--- config.mk ---
export PLATFORM = sky130hd
export DESIGN_NAME = karatsuba_mult_seq
export DESIGN_NICKNAME = d
export VERILOG_FILES = /design/src/rtl/karatsuba_mult_seq.sv
export SDC_FILE = /design/constraint.sdc
export NUM_CORES = 1
export LEC_CHECK = 0
export CAP_MARGIN = 0
export CORE_ASPECT_RATIO = 1.4
export CORE_MARGIN = 1
export CORE_UTILIZATION = 40
export CTS_BUF_LIST = sky130_fd_sc_hd__clkbuf_16
export DETAILED_ROUTE_END_ITERATION = 8
export GPL_ROUTABILITY_DRIVEN = 0
export PLACE_DENSITY = 0.55
export SYNTH_ARGS = -nofsm -noshare
export SYNTH_HDL_FRONTEND = slang
export SYNTH_SLANG_ARGS = --single-unit
--- constraint.sdc ---
create_clock -name clk -period 17.85 [get_ports clk]
set_clock_uncertainty 0.15 [all_clocks]
set_input_delay 5.355 -clock clk [delete_from_list [all_inputs] [get_ports clk]]
set_output_delay 5.355 -clock clk [all_outputs]
set_load 0.05 [all_outputs]
--- src/rtl/karatsuba_mult_seq.sv ---
// Sequential one-level Karatsuba multiplier: three sub-products time-share one
// (HALF+1)x(HALF+1) multiplier, then are recombined into the full product.
module karatsuba_mult_seq #(
    parameter int unsigned WIDTH = 16
) (
    input  logic               clk,
    input  logic               rst,
    input  logic               in_valid,
    output logic               in_ready,
    input  logic [WIDTH-1:0]   x,
    input  logic [WIDTH-1:0]   y,
    output logic               out_valid,
    input  logic               out_ready,
    output logic [2*WIDTH-1:0] out
);

    localparam int unsigned HALF = WIDTH / 2;
    localparam int unsigned MW   = HALF + 1;
    localparam int unsigned PW   = 2 * HALF + 2;
    localparam int unsigned ZW   = 2 * HALF;
    localparam int unsigned OW   = 2 * WIDTH;

    if (((WIDTH % 2) != 0) || (WIDTH < 4)) begin : g_bad_width
        $error("karatsuba_mult_seq: WIDTH must be even and >= 4");
    end

    typedef enum logic [2:0] {
        IDLE,
        MUL_HI,
        MUL_LO,
        MUL_MID,
        COMBINE,
        DONE
    } state_t;

    state_t          state_q, state_d;
    logic [WIDTH-1:0] x_q, x_d;
    logic [WIDTH-1:0] y_q, y_d;
    logic [ZW-1:0]   z2_q, z2_d;
    logic [ZW-1:0]   z0_q, z0_d;
    logic [PW-1:0]   zm_q, zm_d;
    logic [OW-1:0]   out_q, out_d;
    logic            out_valid_q, out_valid_d;
    logic            in_ready_q, in_ready_d;

    logic [HALF-1:0] xh_c, xl_c, yh_c, yl_c;
    logic [MW-1:0]   mul_a_c, mul_b_c;
    logic [PW-1:0]   mul_p_c;
    logic [PW-1:0]   z1_c;

    assign xh_c = x_q[WIDTH-1:HALF];
    assign xl_c = x_q[HALF-1:0];
    assign yh_c = y_q[WIDTH-1:HALF];
    assign yl_c = y_q[HALF-1:0];

    // Operand mux for the single shared multiplier, selected by state.
    always_comb begin
        mul_a_c = '0;
        mul_b_c = '0;
        case (state_q)
            MUL_HI: begin
                mul_a_c = MW'(xh_c);
                mul_b_c = MW'(yh_c);
            end
            MUL_LO: begin
                mul_a_c = MW'(xl_c);
                mul_b_c = MW'(yl_c);
            end
            MUL_MID: begin
                mul_a_c = MW'(xh_c) + MW'(xl_c);
                mul_b_c = MW'(yh_c) + MW'(yl_c);
            end
            default: ;
        endcase
    end

    assign mul_p_c = PW'(mul_a_c) * PW'(mul_b_c);

    // Next-state and datapath update logic.
    always_comb begin
        state_d     = state_q;
        x_d         = x_q;
        y_d         = y_q;
        z2_d        = z2_q;
        z0_d        = z0_q;
        zm_d        = zm_q;
        out_d       = out_q;
        out_valid_d = out_valid_q;
        // Middle term; zm >= z2 + z0 always, so unsigned subtraction is exact.
        z1_c        = zm_q - PW'(z2_q) - PW'(z0_q);
        case (state_q)
            IDLE: begin
                if (in_valid && in_ready_q) begin
                    x_d     = x;
                    y_d     = y;
                    state_d = MUL_HI;
                end
            end
            MUL_HI: begin
                z2_d    = mul_p_c[ZW-1:0];
                state_d = MUL_LO;
            end
            MUL_LO: begin
                z0_d    = mul_p_c[ZW-1:0];
                state_d = MUL_MID;
            end
            MUL_MID: begin
                zm_d    = mul_p_c;
                state_d = COMBINE;
            end
            COMBINE: begin
                out_d       = (OW'(z2_q) << WIDTH) + (OW'(z1_c) << HALF) + OW'(z0_q);
                out_valid_d = 1'b1;
                state_d     = DONE;
            end
            DONE: begin
                if (out_ready) begin
                    out_valid_d = 1'b0;
                    state_d     = IDLE;
                end
            end
            default: state_d = IDLE;
        endcase
        in_ready_d = (state_d == IDLE);
    end

    // State and datapath registers with synchronous reset.
    always_ff @(posedge clk) begin
        if (rst) begin
            state_q     <= IDLE;
            x_q         <= '0;
            y_q         <= '0;
            z2_q        <= '0;
            z0_q        <= '0;
            zm_q        <= '0;
            out_q       <= '0;
            out_valid_q <= 1'b0;
            in_ready_q  <= 1'b1;
        end else begin
            state_q     <= state_d;
            x_q         <= x_d;
            y_q         <= y_d;
            z2_q        <= z2_d;
            z0_q        <= z0_d;
            zm_q        <= zm_d;
            out_q       <= out_d;
            out_valid_q <= out_valid_d;
            in_ready_q  <= in_ready_d;
        end
    end

    assign in_ready  = in_ready_q;
    assign out_valid = out_valid_q;
    assign out       = out_q;

endmodule

==> results of run 1 <==
[sequential cells by signal, summed over array words and instances, names as in the netlist]
register	cells
z2_q	16
out	32
x_q	16
state_q	3
in_ready	1
y_q	16
out_valid	1
z0_q	16
zm_q	18
[power breakdown]
group,internal (mW),switching [mW],total (mW)
Combinational,0.172,0.272,0.443
Sequential,0.287,0.0238,0.310
Clock,0.203,0.131,0.334
Total,0.661,0.427,1.09
[path summary, 6_finish.rpt]
kind / startpoint / endpoint / slack, ns
max: in_valid / in_ready / 10.65
max reg2reg: state_q[0] / zm_q[17] / 11.08
min: out[16] / out[16] / 0.30
min reg2reg: out[16] / out[16] / 0.30
[layout make-up]
cell class,instances,area share
Multi-Input combinational cell,945,0.6007
Sequential cell,119,0.2086
Timing Repair Buffer,78,0.06618
Inverter,123,0.04043
Clock buffer,17,0.03726
Tap cell,315,0.03452
Clock inverter,15,0.01227
[cell families after synthesis]
family                     after synthesis
and+or+nand+nor                        439
AOI/OAI and AO/OA                      297
buffers and inverters                  186
DFF                                    119
adders and majority gates              158
xor gates and xnor gates                43
muxes                                    8
[per-stage QoR]
step | total power, mW | instances | utilization
finish | 1.088 | 1612 | 0.4644
global route | 1.164 | 1612 | 0.4644
CTS | 1.098 | 1612 | 0.4644
detailed placement | 0.7612 | 1580 | 0.4414
global placement | 0.7590 | 1580 | 0.4414
floorplan | 0.6557 | 1250 | -
[cell usage after synthesis (16+ instances only)]
| library cell | instances | area share |
|---|---|---|
| nor2_1 | 92 | 0.035 |
| a211oi_1 | 17 | 0.013 |
| inv_1 | 123 | 0.046 |
| nor3_1 | 21 | 0.011 |
| fa_1 | 69 | 0.14 |
| a21oi_1 | 132 | 0.066 |
| xnor2_1 | 27 | 0.024 |
| nand2b_1 | 16 | 0.010 |
| nand3_1 | 24 | 0.012 |
| xor2_1 | 16 | 0.014 |
| nand2_1 | 215 | 0.081 |
| dfxtp_1 | 119 | 0.24 |
| o21ai_0 | 25 | 0.013 |
| ha_1 | 89 | 0.11 |
| nor2b_1 | 19 | 0.012 |
| clkbuf_1 | 44 | 0.017 |
| o21a_1 | 17 | 0.013 |
| a21o_1 | 22 | 0.017 |
[critical path, delay by kind of cell]
| kind | cells | cell delay, ns |
|---|---|---|
| buf+inv | 1 | 0.45 |
| simple gates | 3 | 1.08 |
| compound gates | 1 | 0.46 |
[routing by layer]
layer	global-route usage	vias up
met5	0	-
met4	0.09075	0
met3	0.02879	45
met2	0.4093	128
met1	0.2381	4009
li1	-	4291
==> flow_summary.json, run 1 <==
{
  "final_cell_area_sq_um": 11420,
  "crit_type": "primary input to flip-flop",
  "synth_fa_ha_area_frac": 0.2503,
  "synth_compound_area_frac": 0.1946,
  "critPathMaxFanout": 33,
  "synth_edf_count": 0,
  "synth_cell_type_count": 73,
  "grt_use_total": 0.2169,
  "hold_viol_final": 0,
  "report.final.slew_viol_count": 0,
  "cp-start-kind": "primary input",
  "worst_setup_path_end_kind": "flip-flop",
  "cts_buffers": 17,
  "cts-root-buf": "clkbuf_16",
  "synth_top_family_by_area": "adder cells",
  "layout_min_cycle_time_ns": 7.200,
  "start_util": 0.4053,
  "die_y_um": 188.8,
  "cts_sinks": 119,
  "vias": 8473,
  "dieWidth_um": 135.4,
  "register_area_sq_um": 2382,
  "fin_hold_ws_ns": 0.3010,
  "worst_ep_arrival_time_ns": 7.35,
  "dpl-instance-area_sq_um": 10850,
  "placementRows": 68,
  "synth-async-reset-ratio": 0,
  "status": "finished clean",
  "synthSimpleGateAreaFrac": 0.1954,
  "syn-num-nets": 1444,
  "final_common_cell": "nand2_1",
  "multi_input_area_sq_um": 6859,
  "grt_max_degree": 81,
  "drt-met1-wl_um": 10340,
  "cp.required_ns": 18.00,
  "h-tree-depth": 4,
  "rsz0062_at_grt": "no",
  "area_delta_synth_final_pct": 14.58,
  "overflow": 0,
  "antenna_found_initial": 0,
  "die_area_sq_um": 25560,
  "ctsResizeCount": 0,
  "layout_setup_ws_ns": 10.65,
  "final_nets": 1478,
  "wirelength_um": 25880,
  "tightest_slew_ns": 1.088,
  "path_clk_slew_ns": 0.06,
  "routed-wl-met2_um": 14030,
  "hpwl_um": 20150,
  "drv_cap": 0,
  "syn_area_sq_um": 9966,
  "max_freq_mhz": 138.9,
  "io_buffers": 69,
  "core_area_sq_um": 24590,
  "ys.flop_type": "dfxtp_1",
  "setup_viol": 0,
  "grt_pass1_wl_um": 43390,
  "avgViaCountPerCell": 5.256,
  "wl_met3_um": 580,
  "reg2reg_depth": 20,
  "worstHoldPathType": "flip-flop to flip-flop",
  "ir_worst_vdd_uv": 69.19,
  "cpPeakStageDelay_ns": 0.91,
  "cts_setup_buffers": 0,
  "postSynthCellCount": 1250,
  "top_layer": "met4",
  "cts_tree": "built",
  "syn_avg_cell_area_sq_um": 7.973,
  "holdPathStages": 2,
  "boundaryPins": 70,
  "synthMuxAreaShare": 0.008788,
  "cp_slowest_cell": "or4_1",
  "fill_cells": 2501,
  "ys_seq_area_frac": 0.2390,
  "diodes": 0,
  "ys_warn_count": 0,
  "drtIter0Drc": 352,
  "clockBufferDepth": 2,
  "cts_hold_buf": 0,
  "grt_pass1_vias": 8531,
  "p_leak_nw": 4.737,
  "synth_seq_cells": 119,
  "insertion_delay_ns": 0.42,
  "critical_path.cell_chain": "clkdlybuf4s50_1 > nand2_1 > or4_1 > a221oi_1 > nor3_1",
  "detail-route-antenna-nets": 0,
  "relSlewSlack": 0.2747,
  "drcViolationCount": 0,
  "place_ws_ns": 10.18,
  "tns_ns": 0,
  "pwr_density_cell_nw_per_um2": 95.28,
  "detail_route.first_pass.iterations": 4,
  "fin_crit_sh": 0.4034,
  "mostFrequentLayoutCells": "nand2_1 (215), a21oi_1 (132), inv_1 (126)",
  "wl_per_cell_um": 16.06,
  "final_layout_size_suffix_gt1_frac": 0.05320,
  "synth_xor_area_frac": 0.03779
}
Note: power is estimated with default switching activity, not from simulation.
==> run 2, diff against run 1 <==
clock period = 7.2 ns   (was 17.85 ns; I/O delays follow)
==> run 2 against run 1 <==
Die area unchanged. Final area increased by 0.23%. Highest routed layer unchanged. Critical endpoint is now zm_q[17]. Hold slack got worse by 0.0046 ns. Clock power increased by 130%.
==> flow_summary.json, run 2 (synthesis gave the netlist of run 1 again) <==
{
  "report.final.slew_viol_count": 0,
  "drcViolationCount": 0,
  "drtIter0Drc": 327,
  "path_clk_slew_ns": 0.05,
  "hold_viol_final": 0,
  "utilization": 0.4654,
  "hold_start": "out[17]",
  "area_delta_synth_final_pct": 14.84,
  "avgViaCountPerCell": 5.222,
  "layout_min_cycle_time_ns": 6.440,
  "cts_sinks": 119,
  "drv_cap": 0,
  "setup_viol": 0,
  "die_y_um": 188.8,
  "fin_crit_sh": 0.8945,
  "diodes": 0,
  "status": "finished clean",
  "cts-root-buf": "clkbuf_16",
  "wl_per_cell_um": 15.79,
  "max_freq_mhz": 155.3,
  "p_leak_nw": 4.762,
  "top_usage_layer": "met2",
  "grt_use_total": 0.2126,
  "grt_pass1_vias": 8341,
  "instances_no_fill": 1621,
  "h-tree-depth": 4,
  "antenna_found_initial": 0,
  "p_total_mw": 2.647,
  "io_buffers": 69,
  "cts_buffers": 17,
  "worstHoldPathType": "flip-flop to flip-flop",
  "insertion_delay_ns": 0.42,
  "cts_setup_buffers": 0,
  "wirelength_um": 25590,
  "boundaryPins": 70,
  "mostFrequentLayoutCells": "nand2_1 (215), a21oi_1 (132), inv_1 (124)",
  "placementRows": 68,
  "cts_hold_buf": 0,
  "cts_tree": "built",
  "detail-route-antenna-nets": 0,
  "detail_route.first_pass.iterations": 5,
  "worst_ep_arrival_time_ns": 6.66,
  "met3_usage": 0.03121,
  "grt_pass1_wl_um": 42140,
  "crit_type": "flip-flop to flip-flop",
  "final_layout_size_suffix_gt1_frac": 0.05743,
  "ir_worst_vdd_uv": 156.6,
  "clockBufferDepth": 2,
  "use_met2": 0.3878,
  "overflow": 0,
  "hpwl_um": 20270,
  "cp-start-kind": "flip-flop",
  "start_util": 0.4053,
  "tns_ns": 0,
  "reg2reg_from": "x_q[0]",
  "cp.required_ns": 7.42,
  "pwr_density_cell_nw_per_um2": 231.3,
  "critPathMaxFanout": 4,
  "cp-startpoint": "x_q[0]",
  "vias": 8465,
  "die_area_sq_um": 25560,
  "worst_setup_path_end_kind": "flip-flop",
  "final_common_cell": "nand2_1",
  "tightest_slew_ns": 0.9990,
  "met1_usage": 0.2289,
  "rsz0062_at_grt": "no",
  "largest_reg_flops": 32,
  "dieWidth_um": 135.4,
  "grt_max_degree": 91,
  "ctsResizeCount": 0,
  "core_area_sq_um": 24590,
  "relSlewSlack": 0.3340,
  "final_nets": 1488,
  "place_inst": 1590
}
run 2: final cells by class:
cell class / instances / area, sq um
Inverter: 123 / 461.7
Tap cell: 315 / 394.1
Clock inverter: 14 / 93.84
Fill cell: 2524 / 13140
Clock buffer: 17 / 425.4
Sequential cell: 119 / 2382
Timing Repair Buffer: 88 / 830.8
Multi-Input combinational cell: 945 / 6857
run 2: critical path, stage by stage, from the launching register on:
cell	delay (ns)
dfxtp_1	0.32
ha_1	0.21
inv_1	0.07
fa_1	0.20
nor2b_1	0.05
o21ai_0	0.20
a21boi_1	0.12
o21a_1	0.20
o21a_1	0.24
o32ai_2	0.47
nand2_1	0.15
fa_1	0.55
inv_1	0.05
fa_1	0.50
inv_1	0.05
fa_1	0.46
fa_1	0.54
inv_1	0.04
ha_1	0.33
inv_1	0.05
o22ai_1	0.27
a41oi_1	0.21
o21ai_1	0.25
nand3_1	0.11
a2111oi_0	0.41
a311o_1	0.18
run 2: worst paths after layout:
path	endpoint	slack [ns]	depth (start not counted)
setup / recovery	zm_q[17]	0.76	25
hold / removal	out[17]	0.30	2
setup reg to reg	zm_q[17]	0.76	25
hold reg to reg	out[17]	0.30	2
run 2: power by group:
| part | switching [mW] | internal, mW |
|---|---|---|
| Clock | 0.304 | 0.460 |
| Combinational | 0.689 | 0.437 |
| Sequential | 0.0465 | 0.711 |
run 2: metal layers:
layer / share of wire / wire, um
met1: 0.40 / 10270
met2: 0.52 / 13420
met3: 0.022 / 573
met4: 0.052 / 1323
met5: 0 / 0
run 2: through the flow:
| step | hold slack (ns) | area, sq um | worst slack, ns |
|---|---|---|---|
| floorplan | 0.2952 | 9966 | 1.156 |
| global placement | 0.2878 | 10930 | 0.8216 |
| detailed placement | 0.2937 | 10930 | 0.7426 |
| CTS | 0.3009 | 11440 | 0.7126 |
| global route | 0.3098 | 11440 | 0.2603 |
| finish | 0.2964 | 11440 | 0.7595 |
